**config.mk**
```make
export PLATFORM = sky130hd
export DESIGN_NAME = fetch_sequencer_flat
export DESIGN_NICKNAME = d
export VERILOG_FILES = /design/src/rtl/fetch_sequencer_if.sv /design/src/rtl/fetch_sequencer.sv /design/src/flat_wrapper.sv
export SDC_FILE = /design/constraint.sdc
export NUM_CORES = 1
export LEC_CHECK = 0
export ABC_AREA = 1
export CORE_MARGIN = 5
export CORE_UTILIZATION = 45
export CTS_CLUSTER_DIAMETER = 150
export DETAILED_ROUTE_END_ITERATION = 7
export PLACE_DENSITY = 0.82
export SETUP_SLACK_MARGIN = 0.2
export SLEW_MARGIN = 20
export SYNTH_ARGS = -nofsm -noshare
export SYNTH_HDL_FRONTEND = slang
export SYNTH_SLANG_ARGS = --single-unit
```
**constraint.sdc**
```tcl
create_clock -name clk -period 3.3 [get_ports clk]
set_input_delay 0.66 -clock clk [delete_from_list [all_inputs] [get_ports clk]]
set_output_delay 0.66 -clock clk [all_outputs]
set_load 0.1 [all_outputs]
```
**src/rtl/fetch_sequencer_if.sv**
```systemverilog
// Fetch-side bundle: control inputs, instruction memory port, IR issue handshake and status.
// The sequencer uses master; the memory/decoder/execute environment uses slave.
interface fetch_sequencer_if #(
    parameter int ADDR_W = 4,
    parameter int DATA_W = 16
);
    logic              start;
    logic              halt;
    logic [ADDR_W-1:0] imem_addr;
    logic [DATA_W-1:0] imem_instr;
    logic              IR_enable;
    logic [DATA_W-1:0] ir;
    logic [ADDR_W-1:0] ir_pc;
    logic              ir_valid;
    logic              ir_ready;
    logic              redirect_valid;
    logic [ADDR_W-1:0] redirect_target;
    logic              running;
    logic [7:0]        fetch_count;

    modport master (
        input  start, halt, imem_instr, ir_ready, redirect_valid, redirect_target,
        output imem_addr, IR_enable, ir, ir_pc, ir_valid, running, fetch_count
    );

    modport slave (
        output start, halt, imem_instr, ir_ready, redirect_valid, redirect_target,
        input  imem_addr, IR_enable, ir, ir_pc, ir_valid, running, fetch_count
    );
endinterface

```
**src/rtl/fetch_sequencer.sv**
```systemverilog
// Steps the PC through instruction memory, latches each word into ir and issues it over valid/ready.
// start -> ir_valid two cycles later; ir is held while ir_ready is low; one issue per two cycles peak.
module fetch_sequencer #(
    parameter int                ADDR_W   = 4,
    parameter int                DATA_W   = 16,
    parameter logic [ADDR_W-1:0] RESET_PC = '0
) (
    input  logic               clk,
    input  logic               reset,
    fetch_sequencer_if.master  bus
);
    typedef enum logic [1:0] {
        IDLE  = 2'd0,
        FETCH = 2'd1,
        ISSUE = 2'd2
    } state_e;

    state_e            state_q, state_d;
    logic [ADDR_W-1:0] pc_q, pc_d;
    logic [DATA_W-1:0] ir_q, ir_d;
    logic [ADDR_W-1:0] ir_pc_q, ir_pc_d;
    logic              ir_valid_q, ir_valid_d;
    logic [7:0]        cnt_q, cnt_d;
    logic              handshake;

    always_ff @(posedge clk) begin
        if (reset) begin
            state_q    <= IDLE;
            pc_q       <= RESET_PC;
            ir_q       <= '0;
            ir_pc_q    <= '0;
            ir_valid_q <= 1'b0;
            cnt_q      <= 8'h00;
        end else begin
            state_q    <= state_d;
            pc_q       <= pc_d;
            ir_q       <= ir_d;
            ir_pc_q    <= ir_pc_d;
            ir_valid_q <= ir_valid_d;
            cnt_q      <= cnt_d;
        end
    end

    always_comb begin
        state_d    = state_q;
        pc_d       = pc_q;
        ir_d       = ir_q;
        ir_pc_d    = ir_pc_q;
        ir_valid_d = ir_valid_q;
        cnt_d      = cnt_q;
        handshake  = ir_valid_q & bus.ir_ready;

        unique case (state_q)
            IDLE: begin
                if (bus.start) begin
                    pc_d    = RESET_PC;
                    state_d = FETCH;
                end
            end
            FETCH: begin
                if (bus.redirect_valid) begin
                    pc_d = bus.redirect_target;
                end else if (bus.halt) begin
                    state_d = IDLE;
                end else begin
                    ir_d       = bus.imem_instr;
                    ir_pc_d    = pc_q;
                    ir_valid_d = 1'b1;
                    state_d    = ISSUE;
                end
            end
            ISSUE: begin
                // An instruction accepted in the redirect cycle still counts as issued.
                if (handshake && cnt_q != 8'hFF) begin
                    cnt_d = cnt_q + 8'd1;
                end
                if (bus.redirect_valid) begin
                    ir_valid_d = 1'b0;
                    pc_d       = bus.redirect_target;
                    state_d    = FETCH;
                end else if (handshake) begin
                    ir_valid_d = 1'b0;
                    pc_d       = pc_q + ADDR_W'(1);
                    state_d    = bus.halt ? IDLE : FETCH;
                end
            end
            default: state_d = IDLE;
        endcase
    end

    assign bus.imem_addr   = pc_q;
    assign bus.IR_enable   = (state_q == FETCH);
    assign bus.ir          = ir_q;
    assign bus.ir_pc       = ir_pc_q;
    assign bus.ir_valid    = ir_valid_q;
    assign bus.running     = (state_q != IDLE);
    assign bus.fetch_count = cnt_q;
endmodule

```
**src/flat_wrapper.sv**
```systemverilog
// flat-port wrapper written by rule: the top's interface ports become plain ports
module fetch_sequencer_flat 
#(
    parameter int                ADDR_W   = 4,
    parameter int                DATA_W   = 16,
    parameter logic [ADDR_W-1:0] RESET_PC = '0
)
  (clk, reset, bus_start, bus_halt, bus_imem_instr, bus_ir_ready, bus_redirect_valid, bus_redirect_target, bus_imem_addr, bus_IR_enable, bus_ir, bus_ir_pc, bus_ir_valid, bus_running, bus_fetch_count);
  fetch_sequencer_if #(.ADDR_W(ADDR_W), .DATA_W(DATA_W)) bus_i ();
  input  logic clk;
  input  logic reset;
  input wire logic [$bits(bus_i.start)-1:0] bus_start;
  input wire logic [$bits(bus_i.halt)-1:0] bus_halt;
  input wire logic [$bits(bus_i.imem_instr)-1:0] bus_imem_instr;
  input wire logic [$bits(bus_i.ir_ready)-1:0] bus_ir_ready;
  input wire logic [$bits(bus_i.redirect_valid)-1:0] bus_redirect_valid;
  input wire logic [$bits(bus_i.redirect_target)-1:0] bus_redirect_target;
  output wire logic [$bits(bus_i.imem_addr)-1:0] bus_imem_addr;
  output wire logic [$bits(bus_i.IR_enable)-1:0] bus_IR_enable;
  output wire logic [$bits(bus_i.ir)-1:0] bus_ir;
  output wire logic [$bits(bus_i.ir_pc)-1:0] bus_ir_pc;
  output wire logic [$bits(bus_i.ir_valid)-1:0] bus_ir_valid;
  output wire logic [$bits(bus_i.running)-1:0] bus_running;
  output wire logic [$bits(bus_i.fetch_count)-1:0] bus_fetch_count;
  assign bus_i.start = bus_start;
  assign bus_i.halt = bus_halt;
  assign bus_i.imem_instr = bus_imem_instr;
  assign bus_i.ir_ready = bus_ir_ready;
  assign bus_i.redirect_valid = bus_redirect_valid;
  assign bus_i.redirect_target = bus_redirect_target;
  assign bus_imem_addr = bus_i.imem_addr;
  assign bus_IR_enable = bus_i.IR_enable;
  assign bus_ir = bus_i.ir;
  assign bus_ir_pc = bus_i.ir_pc;
  assign bus_ir_valid = bus_i.ir_valid;
  assign bus_running = bus_i.running;
  assign bus_fetch_count = bus_i.fetch_count;
  fetch_sequencer #(.ADDR_W(ADDR_W), .DATA_W(DATA_W), .RESET_PC(RESET_PC)) u_core (.clk(clk), .reset(reset), .bus(bus_i));
endmodule
```
==> load_flow_metrics.sql, run 1 <==
INSERT INTO impl_metrics (metric_group, metric, value, unit) VALUES
('status', 'run_status', 'completed', ''),
('layout', 'nets', '314', ''),
('layout', 'antenna_cells_inserted', '0', ''),
('global_route', 'grt_util_met1', '20.8', '%'),
('detailed_routing', 'routed_wl', '3890', 'um'),
('placed_design', 'placement.io_buffers', '60', ''),
('floorplanning', 'design.portCount', '61', ''),
('sta', 'fmaxAchievable', '0.481', 'GHz'),
('synth', 'ys_seq_area_share', '43.6', '%'),
('clock_network', 'holdBufCountCts', '0', ''),
('placed_design', 'hpwlAfterDp', '2910', 'um'),
('detailed_routing', 'viasPerCell', '4.83', ''),
('clock_network', 'clkSlewWorstSetupHoldPaths', '110', 'ps'),
('synth', 'synthDominantCellAreaShare', '43.6', '%'),
('placed_design', 'finalWeightedCongestion', '0.857', ''),
('global_route', 'global_route_wire_length_before_repair', '6960', 'um'),
('global_route', 'grtUsageMet2', '27.6', '%'),
('detailed_routing', 'avgRoutedWirePerCell', '11.8', 'um'),
('synth', 'syn-instance-count', '221', ''),
('synth', 'post_synth_instance_area', '1610', 'um^2'),
('clock_network', 'clock_tree.htree_level_count', '2', ''),
('sta', 'max_slew_margin', '53.6', '%'),
('sta', 'timing.final.hold_violations', '0', ''),
('synth', 'yosysUniqueCellTypes', '26', ''),
('critical_path', 'worstPathArrival', '2300', 'ps'),
('clock_network', 'tritoncts_buffer_count', '5', ''),
('floorplanning', 'dieHeight', '69.8', 'um'),
('layout', 'layout-area-overhead-vs-synth', '36.4', '%'),
('pwr', 'power_leakage', '0.984', 'nW'),
('sta', 'slew_viol_final', '0', ''),
('critical_path', 'worst_setup_path_start_kind', 'primary input', ''),
('sta', 'timing.final.setup_violations', '0', ''),
('sta', 'skew', '6.71', 'ps'),
('global_route', 'grt_pass1_vias', '1605', ''),
('clock_network', 'cts_root_buffer', 'sky130_fd_sc_hd__clkbuf_4', ''),
('sta', 'timing.final.crit_share', '63.0', '%'),
('floorplanning', 'placementRows', '21', ''),
('clock_network', 'cts_num_sinks', '35', ''),
('synth', 'mappedNetlistNets', '253', ''),
('synth', 'synth_async_sr_flop_share', '0', '%'),
('layout', 'drive_above_1_share', '18.7', '%'),
('clock_network', 'worst_skew_pair.late_latency', '330', 'ps'),
('floorplanning', 'fp.dieArea', '4870', 'um^2'),
('synth', 'yosysWarningCount', '0', ''),
('floorplanning', 'dieWidth', '69.8', 'um'),
('layout', 'finalNonFillerCells', '329', ''),
('pwr', 'pwr_density_cell', '734', 'nW/um^2'),
('sta', 'rsz0062_at_grt', 'false', ''),
('critical_path', 'worst-path-max-fanout', '22', ''),
('sta', 'timing.setup.tns', '0', 'ps'),
('global_route', 'grt.busiest_layer', 'met2', ''),
('detailed_routing', 'drt_pass1_iterations', '4', ''),
('run', 'max_cap_violations', '0', ''),
('detailed_routing', 'drt.antenna.violating_nets', '0', ''),
('clock_network', 'cts_repair_resize_count', '0', ''),
('synth', 'synth_edf_count', '0', ''),
('global_route', 'global_route.usage.met3', '5.51', '%'),
('floorplanning', 'core_area', '3390', 'um^2'),
('synth', 'synth.most_common_cell', 'sky130_fd_sc_hd__nor2_1', ''),
('placed_design', 'dp_cells', '321', ''),
('synth', 'post_synth.cell_area_avg', '7.28', 'um^2'),
('pwr', 'vdd_ir_drop_max', '0.000467', 'V'),
('clock_network', 'post_cts_buffers', '0', ''),
('clock_network', 'ctsLongestPathBuffers', '2', ''),
('global_route', 'grt_antenna_before_repair', '0', ''),
('synth', 'synthDominantAreaCellType', 'sky130_fd_sc_hd__dfxtp_1', ''),
('global_route', 'grt_start_max_net_pins', '28', ''),
('detailed_routing', 'drc', '0', ''),
('detailed_routing', 'detail_route.iter0.violations', '136', ''),
('detailed_routing', 'vias', '1589', ''),
('synth', 'synth_ff_type', 'sky130_fd_sc_hd__dfxtp_1', '');
## per-stage QoR
step,setup slack (ps),cell area (um^2),util [%],power (mW)
6_report,1220,2190,64.7,1.61
3_3_place_gp,941,2140,63.1,1.39
2_1_floorplan,1120,1610,-,1.23
3_5_place_dp,901,2140,63.1,1.40
4_1_cts,1240,2190,64.7,1.63
5_1_grt,1110,2190,64.7,1.71
## registers in the layout, summed over array words and instances (netlist names)
| register | count |
|---|---|
| u_core.bus.ir_pc | 4 |
| u_core.bus.ir | 16 |
| u_core.bus.ir_valid | 1 |
| u_core.state_q | 2 |
| u_core.bus.imem_addr | 4 |
| u_core.bus.fetch_count | 8 |
## cells by family after synthesis
group,after synthesis,synth area share (%)
AO/OA/AOI/OAI,43,13.5
XOR/XNOR,1,0.545
adder cells (fa/ha/maj),6,4.67
buffers and inverters,24,6.61
flip-flops,35,43.6
AND/OR/NAND/NOR,112,31.1
## cell type report
| type | instances | area (um^2) | share of cell area, % |
|---|---|---|---|
| timing repair buffer | 60 | 513 | 23.4 |
| clock inverter | 2 | 12.5 | 0.570 |
| multi-input combinational | 162 | 801 | 36.5 |
| inverter | 18 | 67.6 | 3.08 |
| tap | 46 | 57.6 | 2.62 |
| sequential | 35 | 701 | 31.9 |
| clock buffer | 6 | 41.3 | 1.88 |
## metal layers
layer	part of all wire, %	vias to the layer above	wire length [um]
met3	7.2	5	279
met5	0	-	0
li1	-	838	-
met1	46	702	1790
met4	1.1	0	43
met2	46	44	1780
## path summary, 6_finish.rpt
kind                                          from                               end  slack (ps)  depth (start not counted)
setup / recovery                          bus_halt  u_core.bus.ir_pc[0]$_SDFFE_PP0P_        1220                          6
hold / removal    u_core.bus.ir_valid$_SDFFE_PP0P_  u_core.bus.ir_valid$_SDFFE_PP0P_         490                          2
setup reg to reg    u_core.state_q[1]$_SDFFE_PP0P_  u_core.bus.ir_pc[0]$_SDFFE_PP0P_        1290                          8
hold reg to reg   u_core.bus.ir_valid$_SDFFE_PP0P_  u_core.bus.ir_valid$_SDFFE_PP0P_         490                          2
## worst max-delay path: stages
cell and delay (ps):
sky130_fd_sc_hd__clkdlybuf4s50_1 420, sky130_fd_sc_hd__or2_1 300, sky130_fd_sc_hd__nor2_4 420, sky130_fd_sc_hd__inv_2 270, sky130_fd_sc_hd__nor2_1 170, sky130_fd_sc_hd__nor2_1 60
## where the power goes
part | leakage [nW] | internal (mW) | switching (mW)
Combinational | 0.672 | 0.204 | 0.661
Sequential | 0.284 | 0.478 | 0.0408
Clock | 0.0282 | 0.0823 | 0.145
## cells in the final DEF (no fill, tap or decap), types with 3 or more instances in the layout
cell,netlist,layout
sky130_fd_sc_hd__a21oi_1,14,14
sky130_fd_sc_hd__buf_4,2,35
sky130_fd_sc_hd__clkbuf_4,0,5
sky130_fd_sc_hd__clkdlybuf4s50_1,0,25
sky130_fd_sc_hd__dfxtp_1,35,35
sky130_fd_sc_hd__ha_1,6,6
sky130_fd_sc_hd__inv_1,14,14
sky130_fd_sc_hd__inv_2,4,4
sky130_fd_sc_hd__nand2_1,41,41
sky130_fd_sc_hd__nand3_1,8,8
sky130_fd_sc_hd__nand4_1,6,6
sky130_fd_sc_hd__nor2_1,47,47
sky130_fd_sc_hd__nor2_4,3,3
sky130_fd_sc_hd__o21ai_0,8,8
sky130_fd_sc_hd__o21ai_1,20,20
No activity file was read; power rests on OpenSTA's default activity.
==> run 2, diff against run 1 <==
--- a/config.mk
+++ b/config.mk
@@ -7,10 +7,10 @@
 export LEC_CHECK = 0
 export ABC_AREA = 1
 export CORE_MARGIN = 5
-export CORE_UTILIZATION = 45
+export CORE_UTILIZATION = 43
 export CTS_CLUSTER_DIAMETER = 150
 export DETAILED_ROUTE_END_ITERATION = 7
-export PLACE_DENSITY = 0.82
+export PLACE_DENSITY = 0.78
 export SETUP_SLACK_MARGIN = 0.2
 export SLEW_MARGIN = 20
 export SYNTH_ARGS = -nofsm -noshare
==> constraint.sdc (replaced) <==
create_clock -name clk -period 2.1 [get_ports clk]
set_input_delay 0.42 -clock clk [delete_from_list [all_inputs] [get_ports clk]]
set_output_delay 0.42 -clock clk [all_outputs]
set_load 0.1 [all_outputs]
==> run 2 against run 1 <==
Against the previous run: sequential share of layout area fell by 1.2 points; largest cell class unchanged; die area rose by 4.0%; hold slack got worse by 9.0 ps; critical path depth fell by 2; clock-buffer cell count rose by 1; first-iteration DRC count fell by 63%; register-to-register slack got worse by 790 ps; highest routed layer unchanged; largest power group unchanged.
==> load_flow_metrics.sql, run 2 (synthesis results as in run 1) <==
INSERT INTO impl_metrics (metric_group, metric, value, unit) VALUES
('detailed_routing', 'routed_wl', '3890', 'um'),
('clock_network', 'worst_skew_pair.late_latency', '280', 'ps'),
('pwr', 'p_comb_share', '53.6', '%'),
('sta', 'period_needed', '1690', 'ps'),
('sta', 'worstMarginPinSlew', '329', 'ps'),
('pwr', 'power.clock.fraction', '16.8', '%'),
('floorplanning', 'fp.dieArea', '5060', 'um^2'),
('detailed_routing', 'drt_pass1_iterations', '4', ''),
('pwr', 'power_leakage', '1.02', 'nW'),
('sta', 'timing.final.setup_violations', '0', ''),
('layout', 'fillers', '335', ''),
('pwr', 'power.share.sequential', '29.6', '%'),
('critical_path', 'worst_setup_path_start_kind', 'flop', ''),
('detailed_routing', 'avgRoutedWirePerCell', '11.6', 'um'),
('clock_network', 'holdBufCountCts', '0', ''),
('clock_network', 'tritoncts_buffer_count', '5', ''),
('floorplanning', 'placementRows', '22', ''),
('status', 'run_status', 'completed', ''),
('layout', 'final_cell_mix', 'sky130_fd_sc_hd__nor2_1, sky130_fd_sc_hd__nand2_1, sky130_fd_sc_hd__buf_4', ''),
('run', 'max_cap_violations', '0', ''),
('sta', 'timing.final.hold_violations', '0', ''),
('detailed_routing', 'drt.antenna.violating_nets', '0', ''),
('sta', 'timing.setup.tns', '0', 'ps'),
('clock_network', 'post_cts_buffers', '0', ''),
('pwr', 'power_switching_share', '49.6', '%'),
('layout', 'drive_above_1_share', '20.9', '%'),
('critical_path', 'setup.worst_path.end_class', 'output pin', ''),
('placed_design', 'finalWeightedCongestion', '0.824', ''),
('sta', 'fmaxAchievable', '0.593', 'GHz'),
('clock_network', 'clock_tree.htree_level_count', '2', ''),
('critical_path', 'worst-path-max-fanout', '3', ''),
('pwr', 'vdd_ir_drop_max', '0.00101', 'V'),
('floorplanning', 'design.portCount', '61', ''),
('global_route', 'groute.usage.overall', '16.4', '%'),
('clock_network', 'tritoncts_clock_tree', 'done', ''),
('detailed_routing', 'vias', '1631', ''),
('pwr', 'netSwitchingPower', '1.37', 'mW'),
('layout', 'area.sequential', '703', 'um^2'),
('placed_design', 'placement.io_buffers', '60', ''),
('layout', 'largest_reg_flops', '16', ''),
('layout', 'antenna_cells_inserted', '0', ''),
('clock_network', 'cts_repair_resize_count', '0', ''),
('sta', 'skew', '2.59', 'ps'),
('pwr', 'internal_power', '1.39', 'mW'),
('layout', 'multi_input_comb_area', '806', 'um^2'),
('sta', 'max_slew_margin', '78.0', '%'),
('sta', 'slew_viol_final', '0', ''),
('floorplanning', 'core_area', '3630', 'um^2'),
('clock_network', 'cts_num_sinks', '35', ''),
('detailed_routing', 'detail_route.iter0.violations', '50', ''),
('critical_path', 'critical_path_required', '1680', 'ps'),
('layout', 'layout-area-overhead-vs-synth', '42.4', '%'),
('critical_path', 'crit_path_cell_trace', 'inv_1 > ha_1 > clkinvlp_4 > buf_12', ''),
('global_route', 'grt_overflow_total', '0', ''),
('sta', 'fin_worst_hold_slack', '483', 'ps'),
('floorplanning', 'start_util', '44.2', '%'),
('critical_path', 'timing.critical_path.slowest_cell_delay', '370', 'ps'),
('critical_path', 'worst_path_max_delay_cell', 'sky130_fd_sc_hd__dfxtp_1', ''),
('critical_path', 'path_class', 'reg -> out', ''),
('layout', 'nets', '318', ''),
('pwr', 'pwr_density_cell', '1200', 'nW/um^2'),
('global_route', 'grt_start_max_net_pins', '28', ''),
('detailed_routing', 'drc', '0', ''),
('global_route', 'grt_antenna_before_repair', '0', ''),
('global_route', 'global_route_wire_length_before_repair', '6750', 'um'),
('layout', 'mostFrequentLayoutCell', 'sky130_fd_sc_hd__nor2_1', ''),
('global_route', 'grt_pass1_vias', '1611', ''),
('clock_network', 'ctsLongestPathBuffers', '2', ''),
('sta', 'rsz0062_at_grt', 'false', ''),
('detailed_routing', 'viasPerCell', '4.87', ''),
('floorplanning', 'dieHeight', '71.1', 'um'),
('placed_design', 'hpwlAfterDp', '2960', 'um'),
('clock_network', 'cts_root_buffer', 'sky130_fd_sc_hd__clkbuf_8', ''),
('clock_network', 'clkSlewWorstSetupHoldPaths', '70', 'ps'),
('floorplanning', 'dieWidth', '71.1', 'um'),
('worst_hold_path', 'min_delay_worst_type', 'reg -> reg', ''),
('sta', 'timing.final.crit_share', '80.3', '%'),
('critical_path', 'worstPathArrival', '1270', 'ps');
==> run 2: per-layer routing <==
layer | GRT usage [%] | routed length [um]
met4 | 5.64 | 51
met3 | 5.40 | 357
met2 | 27.3 | 1860
met5 | 0 | 0
met1 | 19.7 | 1620
==> run 2: power by group through the flow <==
stage	registers (mW)	clock network [mW]	logic, mW
after floorplan	1.31	0	0.645
after global placement	0.830	0	1.48
after detailed placement	0.828	0	1.49
after CTS	0.816	0.483	1.49
after global routing	0.827	0.513	1.57
final	0.816	0.462	1.48
==> run 2: critical path: cells and delay by family (launching register included) <==
kind       cells  cell delay (ps)
flops          1              370
buf+inv        3              370
fa+ha+maj      1              240
==> run 2: area by class of cell <==
type | instances | share of cell area (%)
Clock buffer | 7 | 3.33
Clock inverter | 1 | 0.219
Inverter | 18 | 3.11
Multi-Input combinational cell | 162 | 35.2
Sequential cell | 35 | 30.7
Tap cell | 48 | 2.62
Timing Repair Buffer | 64 | 24.8
==> run 2: through the flow <==
step	instances	area (um^2)	util, %	power [mW]	setup slack [ps]
floorplan	221	1620	-	1.95	207
detailed placement	327	2210	60.8	2.32	276
CTS	335	2290	63.0	2.79	398
global placement	327	2210	60.8	2.31	339
global route	335	2290	63.0	2.91	285
finish	335	2290	63.0	2.75	414
==> run 2: worst paths after layout <==
kind / startpoint / endpoint / slack [ps] / cells past startpoint
worst max-delay path: u_core.state_q[0]$_SDFFE_PP0P_ / bus_running / 410 / 4
worst min-delay path: u_core.bus.ir_valid$_SDFFE_PP0P_ / u_core.bus.ir_valid$_SDFFE_PP0P_ / 480 / 2
worst max register to register: u_core.state_q[1]$_SDFFE_PP0P_ / u_core.bus.ir_pc[3]$_SDFFE_PP0P_ / 500 / 8
worst min register to register: u_core.bus.ir_valid$_SDFFE_PP0P_ / u_core.bus.ir_valid$_SDFFE_PP0P_ / 480 / 2
==> run 3, diff against run 2 <==
==> constraint.sdc (replaced) <==
create_clock -name clk -period 1.7 [get_ports clk]
set_input_delay 0.34 -clock clk [delete_from_list [all_inputs] [get_ports clk]]
set_output_delay 0.34 -clock clk [all_outputs]
set_load 0.1 [all_outputs]
==> run 3 against run 2 <==
Against the previous run: total power grew 60%; die area is the same; flip-flop and latch count is the same; setup slack lost 290 ps; via count grew 13%; clock skew grew 1.3 ps; critical path depth grew 4; combinational power grew 71%; clock-buffer cell count shrank 1; largest cell class is now buffers.
==> load_flow_metrics.sql, run 3 (synthesis results as in run 1) <==
INSERT INTO impl_metrics (metric_group, metric, value, unit) VALUES
('status', 'run_status', 'completed', ''),
('clock_network', 'cts_num_sinks', '35', ''),
('critical_path', 'crit_path_cell_trace', 'inv_6 > ha_4 > inv_4 > or2_4 > nor2_4 > buf_12 > o21ai_0 > a21oi_2', ''),
('layout', 'largest_reg_flops', '16', ''),
('floorplanning', 'dieHeight', '71.1', 'um'),
('floorplanning', 'core_area', '3630', 'um^2'),
('layout', 'design_area', '3070', 'um^2'),
('critical_path', 'timing.critical_path.slowest_cell_delay', '370', 'ps'),
('critical_path', 'worst-r2r-setup-slack', '120', 'ps'),
('layout', 'fillers', '205', ''),
('clock_network', 'cts_root_buffer', 'sky130_fd_sc_hd__clkbuf_8', ''),
('sta', 'worstMarginPinSlew', '565', 'ps'),
('worst_hold_path', 'min_from', 'u_core.bus.fetch_count[5]$_SDFFE_PP0P_', ''),
('layout', 'nets', '332', ''),
('pwr', 'report.power.total', '4.41', 'mW'),
('placed_design', 'finalWeightedCongestion', '0.796', ''),
('global_route', 'global_route_wire_length_before_repair', '7730', 'um'),
('critical_path', 'worst_setup_path_start_kind', 'flop', ''),
('global_route', 'grt_start_max_net_pins', '20', ''),
('clock_network', 'ctsLongestPathBuffers', '2', ''),
('clock_network', 'clkSlewWorstSetupHoldPaths', '80', 'ps'),
('clock_network', 'clock_tree.htree_level_count', '2', ''),
('critical_path', 'worst-path-max-fanout', '5', ''),
('critical_path', 'cpLargestDelayFamily', 'simple AND/OR/NAND/NOR gates', ''),
('sta', 'fin_worst_hold_slack', '497', 'ps'),
('detailed_routing', 'drc', '0', ''),
('placed_design', 'hpwlAfterDp', '3430', 'um'),
('critical_path', 'worst_setup_path_startpoint', 'u_core.state_q[1]$_SDFFE_PP0P_', ''),
('global_route', 'grt_antenna_before_repair', '0', ''),
('critical_path', 'critPathCapture', 'u_core.bus.ir_pc[3]$_SDFFE_PP0P_', ''),
('floorplanning', 'dieWidth', '71.1', 'um'),
('critical_path', 'setup.worst_path.end_class', 'flop', ''),
('clock_network', 'tritoncts_clock_tree', 'done', ''),
('critical_path', 'worst_r2r_startpoint', 'u_core.state_q[1]$_SDFFE_PP0P_', ''),
('layout', 'fin_util', '84.4', '%'),
('floorplanning', 'start_util', '44.2', '%'),
('worst_hold_path', 'whs_path_depth', '2', ''),
('critical_path', 'worst_path_max_delay_cell', 'sky130_fd_sc_hd__dfxtp_4', ''),
('global_route', 'grt_pass1_vias', '1719', ''),
('sta', 'rsz0062_at_grt', 'true', ''),
('sta', 'period_needed', '1580', 'ps'),
('global_route', 'grt_overflow_total', '0', ''),
('worst_hold_path', 'min_delay_worst_type', 'reg -> reg', ''),
('placed_design', 'placed_cell_area', '2740', 'um^2'),
('detailed_routing', 'detail_route.iter0.violations', '147', ''),
('sta', 'skew', '3.90', 'ps'),
('clock_network', 'worst_skew_pair.late_latency', '290', 'ps'),
('layout', 'layout-area-overhead-vs-synth', '90.8', '%'),
('critical_path', 'worstPathArrival', '1800', 'ps'),
('layout', 'multi_input_comb_area', '915', 'um^2'),
('critical_path', 'critical_path_required', '1920', 'ps'),
('detailed_routing', 'drt_pass1_iterations', '5', ''),
('critical_path', 'r2r_end', 'u_core.bus.ir_pc[3]$_SDFFE_PP0P_', ''),
('pwr', 'vdd_ir_drop_max', '0.00159', 'V'),
('critical_path', 'critPathBufInv', '3', ''),
('sta', 'fmaxAchievable', '0.633', 'GHz'),
('layout', 'mostFrequentLayoutCell', 'sky130_fd_sc_hd__nor2_1', ''),
('sta', 'timing.final.crit_share', '92.9', '%'),
('clock_network', 'tritoncts_buffer_count', '5', ''),
('detailed_routing', 'viasPerCell', '5.27', ''),
('pwr', 'power_leakage', '1.24', 'nW'),
('layout', 'antenna_cells_inserted', '0', ''),
('critical_path', 'path_class', 'reg -> reg', ''),
('detailed_routing', 'drt.antenna.violating_nets', '0', ''),
('pwr', 'pwr_density_cell', '1440', 'nW/um^2'),
('critical_path', 'r2r_cells', '8', ''),
('detailed_routing', 'vias', '1838', ''),
('run', 'max_cap_violations', '0', ''),
('placed_design', 'placement.io_buffers', '60', ''),
('critical_path', 'path_depth', '8', ''),
('global_route', 'groute.usage.overall', '19.2', '%'),
('floorplanning', 'placementRows', '22', ''),
('sta', 'slew_viol_final', '0', ''),
('floorplanning', 'design.portCount', '61', ''),
('layout', 'drive_above_1_share', '35.9', '%'),
('sta', 'timing.final.hold_violations', '0', ''),
('sta', 'timing.final.setup_violations', '0', ''),
('layout', 'final_cell_mix', 'sky130_fd_sc_hd__nor2_1, sky130_fd_sc_hd__buf_12, sky130_fd_sc_hd__nand2_1', ''),
('sta', 'max_slew_margin', '62.3', '%'),
('detailed_routing', 'avgRoutedWirePerCell', '16.0', 'um'),
('detailed_routing', 'routed_wl', '5570', 'um'),
('layout', 'area.sequential', '732', 'um^2'),
('floorplanning', 'fp.dieArea', '5060', 'um^2');
-- run 3: cell type report --
type / count / area share [%]
Inverter: 18 / 2.90
Multi-Input combinational cell: 162 / 29.8
Tap cell: 48 / 1.96
Clock buffer: 6 / 2.69
Clock inverter: 2 / 1.14
Timing Repair Buffer: 78 / 37.6
Sequential cell: 35 / 23.9
-- run 3: metrics by stage --
stage	setup TNS (ps)	worst slack, ps	cells
2_1_floorplan	-151	-35.2	221
3_3_place_gp	0	25.7	330
3_5_place_dp	-49.1	-24.3	330
4_1_cts	0	197	340
5_1_grt	0	39.8	349
6_report	0	121	349
-- run 3: timing repair --
item                                    CTS  global route
gates resized for setup                   4            25
pin swaps                                 0            15
cloned                                    0             1
endpoints found under the setup margin    7            31
hold buffers                              0             0
buffers inserted                          2             8
-- run 3: how the worst min path moves through the flow --
| stage | to | slack [ps] |
|---|---|---|
| 5_1_grt | u_core.bus.fetch_count[5]$_SDFFE_PP0P_ | 540 |
| 2_1_floorplan | u_core.bus.ir[0]$_SDFFE_PP0P_ | 470 |
| 4_1_cts | u_core.bus.ir_valid$_SDFFE_PP0P_ | 500 |
| 3_3_place_gp | u_core.bus.fetch_count[5]$_SDFFE_PP0P_ | 470 |
| 6_report | u_core.bus.fetch_count[5]$_SDFFE_PP0P_ | 500 |
| 3_5_place_dp | u_core.bus.ir_valid$_SDFFE_PP0P_ | 480 |
-- run 3: report_power, final --
group / switching [mW] / internal [mW] / leakage (nW)
logic: 1.54 / 0.992 / 0.892
clock network: 0.317 / 0.475 / 0.0612
registers: 0.151 / 0.939 / 0.292
total: 2.01 / 2.41 / 1.24
-- run 3: metal layers --
| metal | vias up | wire [um] | global-route usage (%) |
|---|---|---|---|
| met1 | 847 | 2170 | 21.1 |
| met2 | 92 | 2780 | 32.6 |
| met5 | - | 0 | 0 |
| met3 | 19 | 454 | 8.66 |
| met4 | 0 | 176 | 6.68 |
| li1 | 880 | - | - |
-- run 3: worst min-delay path, cell delays in order (launching register included) --
cell and delay [ps]:
sky130_fd_sc_hd__dfxtp_2 350, sky130_fd_sc_hd__inv_1 60, sky130_fd_sc_hd__a21oi_1 50
